## config.mk

```make
export PLATFORM = sky130hd
export DESIGN_NAME = spi_master_ctrl_flat
export DESIGN_NICKNAME = d
export VERILOG_FILES = /design/src/rtl/spi_master_ctrl_if.sv /design/src/rtl/spi_master_ctrl.sv /design/src/flat_wrapper.sv
export SDC_FILE = /design/constraint.sdc
export NUM_CORES = 1
export LEC_CHECK = 0
export ABC_AREA = 0
export BUFFER_PORTS_ARGS = -buffer_cell sky130_fd_sc_hd__buf_2
export CAP_MARGIN = 40
export CORE_MARGIN = 4
export CORE_UTILIZATION = 35
export CTS_BUF_LIST = sky130_fd_sc_hd__clkbuf_8
export DETAILED_ROUTE_END_ITERATION = 8
export PLACE_DENSITY = 0.57
export SKIP_CTS_REPAIR_TIMING = 1
export SLEW_MARGIN = 20
export SYNTH_ARGS = -nofsm -noshare
export SYNTH_HDL_FRONTEND = slang
export SYNTH_SLANG_ARGS = --single-unit
```

## constraint.sdc

```tcl
create_clock -name clk -period 1.9 [get_ports clk]
set_clock_uncertainty 0.2 [all_clocks]
set_input_delay 0.19 -clock clk [delete_from_list [all_inputs] [get_ports clk]]
set_output_delay 0.19 -clock clk [all_outputs]
set_load 0.03 [all_outputs]
```

## src/rtl/spi_master_ctrl_if.sv

```systemverilog
`default_nettype none
// +------------------------------------------------------------------+
// | spi_master_ctrl_if : control/status bundle for spi_master_ctrl   |
// | Revision 1.0                                                     |
// +------------------------------------------------------------------+
interface spi_master_ctrl_if #(
   parameter int DIV_WIDTH = 8
);
   logic                 start;
   logic                 abort;
   logic                 cpol;
   logic                 cpha;
   logic [DIV_WIDTH-1:0] clk_div;
   logic                 miso;
   logic                 busy;
   logic                 done;
   logic                 load_enable;
   logic                 shift_enable;
   logic                 shift_clk;
   logic                 shift_clear;
   logic                 serial_in;
   logic                 sck;
   logic                 ss_n;

   modport master (
      input  start, abort, cpol, cpha, clk_div, miso,
      output busy, done, load_enable, shift_enable, shift_clk, shift_clear,
             serial_in, sck, ss_n
   );

   modport slave (
      output start, abort, cpol, cpha, clk_div, miso,
      input  busy, done, load_enable, shift_enable, shift_clk, shift_clear,
             serial_in, sck, ss_n
   );
endinterface
`default_nettype wire

```

## src/rtl/spi_master_ctrl.sv

```systemverilog
`default_nettype none
// +------------------------------------------------------------------+
// | spi_master_ctrl : SPI transfer sequencer, SCK/SS_n and MISO      |
// | sampling for an external 8-bit shift register. Revision 1.0      |
// +------------------------------------------------------------------+
module spi_master_ctrl #(
   parameter int NUM_BITS  = 8,
   parameter int DIV_WIDTH = 8
) (
   input  wire logic         clk,
   input  wire logic         n_rst,
   spi_master_ctrl_if.master bus
);
   localparam int EDGES = 2 * NUM_BITS;
   localparam int EW    = $clog2(EDGES + 1);
   localparam logic [EW-1:0]        LAST_EDGE = EW'(EDGES - 1);
   localparam logic [EW-1:0]        EDGE_ONE  = EW'(1);
   localparam logic [DIV_WIDTH-1:0] CNT_ONE   = DIV_WIDTH'(1);

   typedef enum logic [2:0] {
      IDLE  = 3'd0,
      LOAD  = 3'd1,
      SETUP = 3'd2,
      XFER  = 3'd3,
      HOLD  = 3'd4,
      DONE  = 3'd5
   } state_t;

   state_t               r_state;
   state_t               w_state_nxt;
   logic                 r_cpol;
   logic                 r_cpha;
   logic [DIV_WIDTH-1:0] r_div;
   logic [DIV_WIDTH-1:0] r_cnt;
   logic [EW-1:0]        r_edge;
   logic                 r_sck;
   logic                 r_serial_in;
   logic                 r_shift_clk;
   logic                 r_shift_clear;
   logic                 w_toggle;
   logic                 w_tick;
   logic                 w_active;
   logic                 w_abort;
   logic                 w_launch;
   logic                 w_sample;

   // Counter compares against D itself so an all-ones divider cannot overflow.
   assign w_tick   = (r_cnt == r_div);
   assign w_active = (r_state == SETUP) || (r_state == XFER) || (r_state == HOLD);
   assign w_abort  = bus.abort && (r_state != IDLE);
   assign w_launch = bus.start && !bus.abort && (r_state == IDLE);
   // r_edge holds edges already made, so the upcoming edge is odd when r_edge is even.
   assign w_sample = w_toggle && (r_edge[0] == r_cpha);

   always_comb begin
      w_state_nxt = r_state;
      w_toggle    = 1'b0;
      case (r_state)
         IDLE:  if (w_launch) w_state_nxt = LOAD;
         LOAD:  w_state_nxt = SETUP;
         SETUP: begin
            if (w_tick) begin
               w_toggle    = 1'b1;
               w_state_nxt = XFER;
            end
         end
         XFER: begin
            if (w_tick) begin
               w_toggle = 1'b1;
               if (r_edge == LAST_EDGE) w_state_nxt = HOLD;
            end
         end
         HOLD:    if (w_tick) w_state_nxt = DONE;
         DONE:    w_state_nxt = IDLE;
         default: w_state_nxt = IDLE;
      endcase
      if (w_abort) begin
         w_state_nxt = IDLE;
         w_toggle    = 1'b0;
      end
   end

   always_ff @(posedge clk) begin
      if (!n_rst) begin
         r_state       <= IDLE;
         r_cpol        <= 1'b0;
         r_cpha        <= 1'b0;
         r_div         <= '0;
         r_cnt         <= '0;
         r_edge        <= '0;
         r_sck         <= 1'b0;
         r_serial_in   <= 1'b0;
         r_shift_clk   <= 1'b0;
         r_shift_clear <= 1'b0;
      end else begin
         r_state       <= w_state_nxt;
         r_shift_clk   <= w_sample;
         r_shift_clear <= w_abort;

         if (w_launch) begin
            r_cpol  <= bus.cpol;
            r_cpha  <= bus.cpha;
            r_div   <= bus.clk_div;
            r_sck   <= bus.cpol;
         end else if (w_abort) begin
            r_sck   <= r_cpol;
         end else if (w_toggle) begin
            r_sck   <= ~r_sck;
         end

         if (w_sample) r_serial_in <= bus.miso;

         if (w_active && !w_tick && !w_abort) r_cnt <= r_cnt + CNT_ONE;
         else                                 r_cnt <= '0;

         if (r_state == LOAD) r_edge <= '0;
         else if (w_toggle)   r_edge <= r_edge + EDGE_ONE;
      end
   end

   assign bus.busy         = (r_state == LOAD) || w_active;
   assign bus.ss_n         = !bus.busy;
   assign bus.done         = (r_state == DONE);
   assign bus.load_enable  = (r_state == LOAD);
   assign bus.shift_enable = w_active;
   assign bus.shift_clk    = r_shift_clk;
   assign bus.shift_clear  = r_shift_clear;
   assign bus.serial_in    = r_serial_in;
   assign bus.sck          = r_sck;
endmodule
`default_nettype wire

```

## src/flat_wrapper.sv

```systemverilog
// flat-port wrapper written by rule: the top's interface ports become plain ports
module spi_master_ctrl_flat 
#(
   parameter int NUM_BITS  = 8,
   parameter int DIV_WIDTH = 8
)
  (clk, n_rst, bus_start, bus_abort, bus_cpol, bus_cpha, bus_clk_div, bus_miso, bus_busy, bus_done, bus_load_enable, bus_shift_enable, bus_shift_clk, bus_shift_clear, bus_serial_in, bus_sck, bus_ss_n);
  spi_master_ctrl_if #(.DIV_WIDTH(DIV_WIDTH)) bus_i ();
  input  wire logic clk;
  input  wire logic n_rst;
  input wire logic [$bits(bus_i.start)-1:0] bus_start;
  input wire logic [$bits(bus_i.abort)-1:0] bus_abort;
  input wire logic [$bits(bus_i.cpol)-1:0] bus_cpol;
  input wire logic [$bits(bus_i.cpha)-1:0] bus_cpha;
  input wire logic [$bits(bus_i.clk_div)-1:0] bus_clk_div;
  input wire logic [$bits(bus_i.miso)-1:0] bus_miso;
  output wire logic [$bits(bus_i.busy)-1:0] bus_busy;
  output wire logic [$bits(bus_i.done)-1:0] bus_done;
  output wire logic [$bits(bus_i.load_enable)-1:0] bus_load_enable;
  output wire logic [$bits(bus_i.shift_enable)-1:0] bus_shift_enable;
  output wire logic [$bits(bus_i.shift_clk)-1:0] bus_shift_clk;
  output wire logic [$bits(bus_i.shift_clear)-1:0] bus_shift_clear;
  output wire logic [$bits(bus_i.serial_in)-1:0] bus_serial_in;
  output wire logic [$bits(bus_i.sck)-1:0] bus_sck;
  output wire logic [$bits(bus_i.ss_n)-1:0] bus_ss_n;
  assign bus_i.start = bus_start;
  assign bus_i.abort = bus_abort;
  assign bus_i.cpol = bus_cpol;
  assign bus_i.cpha = bus_cpha;
  assign bus_i.clk_div = bus_clk_div;
  assign bus_i.miso = bus_miso;
  assign bus_busy = bus_i.busy;
  assign bus_done = bus_i.done;
  assign bus_load_enable = bus_i.load_enable;
  assign bus_shift_enable = bus_i.shift_enable;
  assign bus_shift_clk = bus_i.shift_clk;
  assign bus_shift_clear = bus_i.shift_clear;
  assign bus_serial_in = bus_i.serial_in;
  assign bus_sck = bus_i.sck;
  assign bus_ss_n = bus_i.ss_n;
  spi_master_ctrl #(.NUM_BITS(NUM_BITS), .DIV_WIDTH(DIV_WIDTH)) u_core (.clk(clk), .n_rst(n_rst), .bus(bus_i));
endmodule
```

; ---- Word level (Yosys, flattened, before mapping)
; Cells that the tools add are included.
; Widths: inputs -> output; s select.
[op_classes]
n_addsub = 2
n_eq_ne = 13
mux = 12
bitwise = 2
n_reduce_logical = 21
[ops]
columns = operator, count
row1 = $mux 3, 5
row2 = $pmux 3 s5, 1
row3 = $add 8x1->8 const B, 1
row4 = $eq 8x8->1, 1
row5 = $ne 2x1->1 const B, 4
row6 = $eq 3x2->1 const B, 2
row7 = $eq 3x3->1 const B, 2
row8 = $logic_and 1x1->1, 6
row9 = $mux 1, 6
row10 = $reduce_bool 3->1, 2
row11 = $reduce_or 2->1, 3
row12 = $add 5x1->5 const B, 1
row13 = $eq 5x4->1 const B, 1
row14 = $reduce_and 5->1, 1
row15 = $logic_not 1->1, 4
row16 = $eq 3x1->1 const B, 1
row17 = $logic_not 3->1, 1
row18 = $logic_or 1x1->1, 3
row19 = $ne 2x2->1 const B, 1
row20 = $not 1->1, 2
row21 = $reduce_and 2->1, 1
row22 = $eq 1x1->1, 1
[word_totals]
ff_bits = 30
out_inout_bits = 9

; ---- Longest topological paths before layout
; Gate-level depths: netlist of the first run.
[logic_depth]
depth_word = 7
ltp_mapped = 7
ltp_nobuf = 6

; ---- Least setup slack after synthesis of the first run
; Ideal clock, no wire load.
[synth_path]
path_type = reg-to-output
startpoint = reg u_core.r_state[0]
endpoint = out bus_ss_n
arrival_ns = 1.877
setup_slack_ns = -0.367
path_stages_with_launch = 5
cell_sequence = dfxtp_1 > clkbuf_1 > nor3b_1 > or2_2 > inv_1
[synth_between]
elab_cells_between_ends = 8
classes_between = eq/ne: 4 / reduce/logical: 4
[synth_rtl]
columns = item, line_no
row1 = from (decl), spi_master_ctrl.sv:29  ; state_t r_state;
row2 = from (signal assigned), spi_master_ctrl.sv:96  ; r_state <= w_state_nxt;
row3 = $eq 3x1->1, -
row4 = via bus_load_enable, flat_wrapper.sv:19  ; output wire logic [$bits(bus_i.load_enable)-1:0] bus_load_enable;
row5 = $logic_or 1x1->1, spi_master_ctrl.sv:121  ; assign bus.busy = (r_state == LOAD) || w_active;
row6 = via bus_busy, flat_wrapper.sv:17  ; output wire logic [$bits(bus_i.busy)-1:0] bus_busy;
row7 = $logic_not 1->1, spi_master_ctrl.sv:122  ; assign bus.ss_n = !bus.busy;
row8 = to (decl), flat_wrapper.sv:25  ; output wire logic [$bits(bus_i.ss_n)-1:0] bus_ss_n;
; The timed path passes the listed nets, and every way through them passes these cells.

; ---- Final worst setup path of the first run
[layout_path]
startpoint = reg u_core.r_state[2]
endpoint = out bus_ss_n
[layout_between]
elab_chain_len = 5
elab_cells_between_ends = 8
classes_between = eq/ne: 4 / reduce/logical: 4
[layout_rtl]
columns = item, line_no
row1 = $eq 3x2->1, spi_master_ctrl.sv:49  ; assign w_active = (r_state == SETUP) || (r_state == XFER) || (r_state == HOLD);
row2 = $logic_or 1x1->1 (2 in series), spi_master_ctrl.sv:49
row3 = $logic_or 1x1->1 (*), spi_master_ctrl.sv:121
row4 = $logic_not 1->1 (*), spi_master_ctrl.sv:122
; Every way passes the cells marked *; elsewhere a longest branch is shown, timed or not.

==> results of run 1 <==
==> how the worst max path moves through the flow <==
stage | startpoint | end | slack [ps] | cells after the start
2_1_floorplan | u_core.r_state[2] | bus_ss_n | 10 | 5
3_3_place_gp | u_core.r_div[2] | u_core.r_state[0] | 90 | 5
3_5_place_dp | u_core.r_cnt[3] | u_core.r_state[0] | 50 | 5
4_1_cts | u_core.r_state[1] | bus_ss_n | -50 | 6
5_1_grt | u_core.r_state[2] | bus_ss_n | -10 | 6
6_report | u_core.r_state[2] | bus_ss_n | 60 | 6
==> where the power goes <==
group / total (uW) / internal, uW / switching [uW]
combinational: 269 / 121 / 148
sequential: 677 / 656 / 20.9
clock: 617 / 381 / 236
total: 1560 / 1160 / 405
==> placed cells by master, fill, tap and decap left out, types with 2 or more instances in the layout <==
master,n
a21oi_1,4
and2_1,2
and3_1,4
buf_2,23
buf_4,9
clkbuf_8,5
dfxtp_1,26
dfxtp_2,3
dlygate4sd3_1,9
ha_1,3
inv_1,5
mux2i_1,13
nand2_1,7
nand2_2,2
nand3_1,5
nor2_1,15
nor2b_1,11
nor3_1,2
nor4_4,2
o211ai_1,2
o21ai_1,3
or3_1,2
xnor2_1,3
xor2_1,13
==> worst max-delay path, cell delays in order, from the launching register on <==
cell and delay, ps:
dfxtp_2 340, buf_4 160, nand2_2 100, nand2_2 60, or2_2 290, inv_2 50
buf_2 180
==> flip-flops by register name, summed over array words and instances (netlist names) <==
register                count
u_core.r_div                8
u_core.bus.shift_clk        1
u_core.r_edge               5
u_core.r_state              3
u_core.r_cnt                8
u_core.bus.sck              1
u_core.bus.shift_clear      1
u_core.r_cpha               1
u_core.bus.serial_in        1
u_core.r_cpol               1
==> metal layers <==
layer | global-route usage (%) | wire length [um] | up-vias | share of wire, %
li1 | - | - | 586 | -
met1 | 15.8 | 1510 | 519 | 50
met2 | 18.1 | 1300 | 26 | 43
met3 | 4.91 | 154 | 7 | 5.1
met4 | 5.64 | 54 | 0 | 1.8
met5 | 0 | 0 | - | 0
==> per-stage QoR <==
stage	hold slack, ps	power (uW)
5_1_grt	2.71	1630
3_3_place_gp	236	939
4_1_cts	-49.4	1560
6_report	-21.3	1560
3_5_place_dp	252	943
2_1_floorplan	132	867
==> logic make-up after synthesis <==
group | synth area share (%)
adder cells (fa/ha/maj) | 2.66
multiplexers | 9.20
XOR/XNOR | 9.91
buffers and inverters | 2.83
flip-flops | 42.5
AND/OR/NAND/NOR | 25.8
AO/OA/AOI/OAI | 7.17
==> area by class of cell <==
cell class | instances | area, um^2 | share of cell area [%]
multi-input cells | 109 | 800 | 42.9
well taps | 48 | 60.1 | 3.23
inverters | 4 | 15.0 | 0.806
clock buffers | 5 | 68.8 | 3.70
repair buffers | 41 | 273 | 14.7
flip-flops and latches | 30 | 608 | 32.7
clock inverters | 3 | 37.5 | 2.02
==> run_results.csv, run 1 <==
group,metric,value,unit
outcome,status,"complete, but fails checks",
outcome,failed_checks,"negative hold slack",
hold_path,holdPathEnd,"u_core.r_div[1]",
sta,slew_viol_final,0,
placement,numPortBuffers,23,
run,cap_violations,0,
grt,antenna_found_initial,0,
power_and_ir_drop,power.density,839,nW/um^2
drt,route.antenna.remaining_nets,0,
clock_tree,cts_sinks,30,
synthesis,ys_seq_area_share,42.5,%
placement,dp_cells,223,
drt,drc,0,
critical_path,rrSetupSlack,100,ps
placement,place_congestion,0.847,
final_layout,fin_cells,240,
synthesis,synth_fp_nets,167,
sta,slew-limit-headroom,74.7,%
sta,fmax,0.542,GHz
grt,grt_pass1_wl,4.97,mm
critical_path,worstPathRequired,1510,ps
critical_path,rr_worst_depth,5,
synthesis,synth_flop_cell,"dfxtp_1",
synthesis,synth-seq-cells,30,
sta,finalHoldViolCount,2,
floorplan,core,3770,um^2
synthesis,syn_area_per_cell,9.49,um^2
sta,fin_ws,55.5,ps
drt,drt_first_pass_iters,4,
power_and_ir_drop,leakage,0.000875,uW
power_and_ir_drop,ir_worst_vdd,0.401,mV
placement,dpl_cell_area,1640,um^2
synthesis,synth.most_common_cell,"dfxtp_1",
clock_tree,clk_latency,280,ps
sta,rsz0062_at_grt,"true",
synthesis,synth_edf_count,0,
floorplan,start_util,37.5,%
synthesis,synth_top_area_share,42.5,%
floorplan,die_w,71.6,um
final_layout,final_util,49.4,%
drt,via_per_inst,4.74,
final_layout,final_layout_size_suffix_gt1_share,28.6,%
critical_path,crit_arrival,1450,ps
synthesis,synth-async-reset-ratio,0,%
floorplan,rows,22,
clock_tree,clkSlewWorstSetupHoldPaths,60,ps
drt,via_count,1138,
clock_tree,cts_buffer_depth,2,
synthesis,syn_area,1410,um^2
synthesis,synth.area.top_cells,"dfxtp_1 (42%), mux2i_1 (9.2%), xor2_1 (8.1%)",
hold_path,hold_depth,3,
clock_tree,cts_max_level,2,
placement,dp_slack,46.7,ps
synthesis,synthCells,149,
floorplan,io_pins,24,
sta,finalSetupViolCount,0,
critical_path,worstSetupStartpointType,"flip-flop",
placement,dpl.hpwl,2.21,mm
grt,grt_overflow,0,
floorplan,die_height,71.6,um
final_layout,antenna_cells,0,
synthesis,ys_warn_count,0,
final_layout,final_area,1860,um^2
clock_tree,cts-root-buf,"clkbuf_8",
sta,fin_tns_setup,0,ps
synthesis,synthDistinctLibCells,32,
critical_path,reg2reg_from,"u_core.r_div[2]",
sta,min_period,1840,ps
sta,hold-worst-slack,-21.3,ps
critical_path,timing.rr.end,"u_core.r_edge[3]",
critical_path,path_class,"reg -> out",
drt,wl_per_cell,12.6,um
sta,worst_slew_pin_slew,377,ps
clock_tree,cts_buffers,5,
synthesis,synth.largest_area_cell,"dfxtp_1",
grt,grt_usage,12.3,%
sta,finalCritPeriodShare,97.1,%
floorplan,dieArea,5120,um^2
critical_path,path_max_fanout,6,
grt,grt_max_degree,14,
clock_tree,cts_tree,"yes",
drt,first_iter_violations,19,
hold_path,holdCritPathClass,"in -> reg",
synthesis,yosys-top-cells-count,"dfxtp_1 (30), nor2_1 (15), mux2i_1 (13), xor2_1 (13), nor2b_1 (11)",
hold_path,min-delay-start,"bus_clk_div[1]",
final_layout,n_fill_cell,339,
critical_path,critPathCaptureType,"output port",
final_layout,area_growth,31.7,%
drt,wirelength,3.02,mm
grt,grt_pass1_vias,1057,
final_layout,fin_nets,209,
Power figures use the tool's default switching activity.
==> run 2, diff against run 1 <==
GPL_TIMING_DRIVEN = 0   (was unset)
==> run 2 against run 1 <==
The flow finishes with violations (negative hold slack, negative setup slack); register-to-register slack worse by 100 ps; non-clock buffer count increased by 4; via count rose by 2.0%; sequential share of layout area is 0.33 points lower; cell count increased by 1.7%; core utilization increased by 1.2 points; critical path type is now reg -> reg.
==> run_results.csv, run 2 (synthesis gave the netlist of run 1 again) <==
group,metric,value,unit
critical_path,cpPeakStageDelay,410,ps
clock_tree,cts_buffer_depth,2,
power_and_ir_drop,power_frac_comb,18.9,%
placement,dp_slack,-81.1,ps
grt,grt_pass1_wl,5.01,mm
clock_tree,cts_buffers,5,
floorplan,io_pins,24,
critical_path,crit_arrival,1900,ps
power_and_ir_drop,sequentialPowerShare,45.4,%
critical_path,worstSetupStartpointType,"flip-flop",
critical_path,critPathTopFamily,"compound AO/OA/AOI/OAI gates",
sta,finalHoldViolCount,1,
final_layout,n_fill_cell,367,
power_and_ir_drop,power.density,785,nW/um^2
final_layout,final_layout_size_suffix_gt1_share,33.7,%
hold_path,holdCritPathClass,"in -> reg",
sta,min_period,1900,ps
placement,place_congestion,0.803,
grt,antenna_found_initial,0,
final_layout,layout_common_cells,"buf_2 (22), dfxtp_1 (21), nor2_1 (14), mux2i_1 (13)",
power_and_ir_drop,p_int,1080,uW
floorplan,start_util,37.5,%
drt,drt_first_pass_iters,4,
critical_path,path_max_fanout,5,
power_and_ir_drop,power_frac_clock,35.7,%
sta,fmax,0.526,GHz
grt,grt_usage,12.4,%
power_and_ir_drop,p_sw,419,uW
critical_path,path_class,"reg -> reg",
drt,drc,0,
drt,wirelength,3.09,mm
final_layout,reg_top3,"u_core.r_cnt x8, u_core.r_div x8, u_core.r_edge x5",
final_layout,area_growth,35.0,%
critical_path,crit_buf_inv,0,
floorplan,rows,22,
floorplan,dieArea,5120,um^2
placement,dpl.hpwl,2.20,mm
clock_tree,cts-root-buf,"clkbuf_8",
floorplan,core,3770,um^2
clock_tree,cts_sinks,30,
grt,grt_pass1_vias,1111,
floorplan,die_height,71.6,um
drt,wl_per_cell,12.7,um
power_and_ir_drop,switching_share,28.0,%
drt,via_per_inst,4.76,
final_layout,fin_nets,213,
critical_path,path_cells,"xor2_2, nor4_4, a22oi_2, a2111o_1, a21oi_1",
clock_tree,cts_tree,"yes",
sta,rsz0062_at_grt,"true",
power_and_ir_drop,ir_worst_vdd,0.506,mV
grt,grt_max_degree,11,
placement,numPortBuffers,22,
sta,fin_ws,-0.712,ps
critical_path,crit_slowest_cell,"a2111o_1",
power_and_ir_drop,leakage,0.000875,uW
grt,grt_overflow,0,
sta,hold-worst-slack,-16.4,ps
sta,slew-limit-headroom,68.6,%
drt,via_count,1161,
critical_path,worstPathRequired,1900,ps
floorplan,die_w,71.6,um
sta,finalSetupViolCount,1,
outcome,status,"complete, but fails checks",
clock_tree,clk_latency,280,ps
sta,worst_slew_pin_slew,470,ps
final_layout,antenna_cells,0,
final_layout,layout_commonest_cell,"buf_2",
outcome,failed_checks,"negative hold slack, negative setup slack",
critical_path,critPathCaptureType,"flip-flop",
run,cap_violations,0,
clock_tree,cts_max_level,2,
clock_tree,clkSlewWorstSetupHoldPaths,70,ps
sta,slew_viol_final,0,
drt,route.antenna.remaining_nets,0,
final_layout,final_util,50.6,%
drt,first_iter_violations,22,
sta,finalCritPeriodShare,100,%
## run 2: cell types whose count changed in the layout (fill, tap and decap cells not counted), sizes merged
cell,before,now
inv,6,4
dlygate4sd3,9,10
clkbuf,5,8
bufinv,1,0
clkinv,0,1
clkinvlp,0,1
buf,32,33
## run 2: final timing paths
check	startpoint	end	slack, ps	cells after the start
worst max-delay path	u_core.r_div[6]	u_core.r_state[0]	-0.7	5
worst min register to register	u_core.r_cnt[0]	u_core.r_cnt[0]	260	1
worst min-delay path	bus_clk_div[1]	u_core.r_div[1]	-20	3
worst max register to register	u_core.r_div[6]	u_core.r_state[0]	-0.7	5
## run 2: power by group through the flow
stage | clock (uW) | sequential, uW | combinational (uW)
6_report | 535 | 680 | 282
5_1_grt | 583 | 683 | 306
4_1_cts | 559 | 672 | 246
3_5_place_dp | 0 | 686 | 245
3_3_place_gp | 0 | 684 | 238
2_1_floorplan | 0 | 694 | 174
## run 2: metrics by stage
step                      setup TNS [ps]  cell area (um^2)  power, uW  std cells
after floorplan                        0              1420        867        149
after global placement             -17.4              1590        923        219
after detailed placement            -330              1590        931        219
after CTS                          -1020              1690       1480        227
after global routing                -225              1910       1570        244
final                             -0.712              1910       1500        244
## run 2: cell type report
type	instances	area (um^2)	area share (%)
clock buffer	6	82.6	4.33
sequential	30	617	32.3
tap	48	60.1	3.15
multi-input combinational	109	817	42.8
buffer	4	23.8	1.25
clock inverter	2	12.5	0.656
inverter	4	15.0	0.787
timing repair buffer	41	280	14.7
## run 2: worst register-to-register path: cells and delay by family, from the launching register on
family | cells | cell delay [ps]
AOI/OAI and AO/OA | 3 | 720
xor gates and xnor gates | 1 | 180
DFF | 1 | 340
and+or+nand+nor | 1 | 390
## run 2: per-layer routing
layer  up-vias  share of wire [%]  track usage (%)  routed length, um
li1        590                  -                -                  -
met1       544                 47             14.9               1440
met2        22                 47             19.5               1440
met4         0                1.8             5.64                 57
met5         -                  0                0                  0
met3         5                4.9             4.91                152
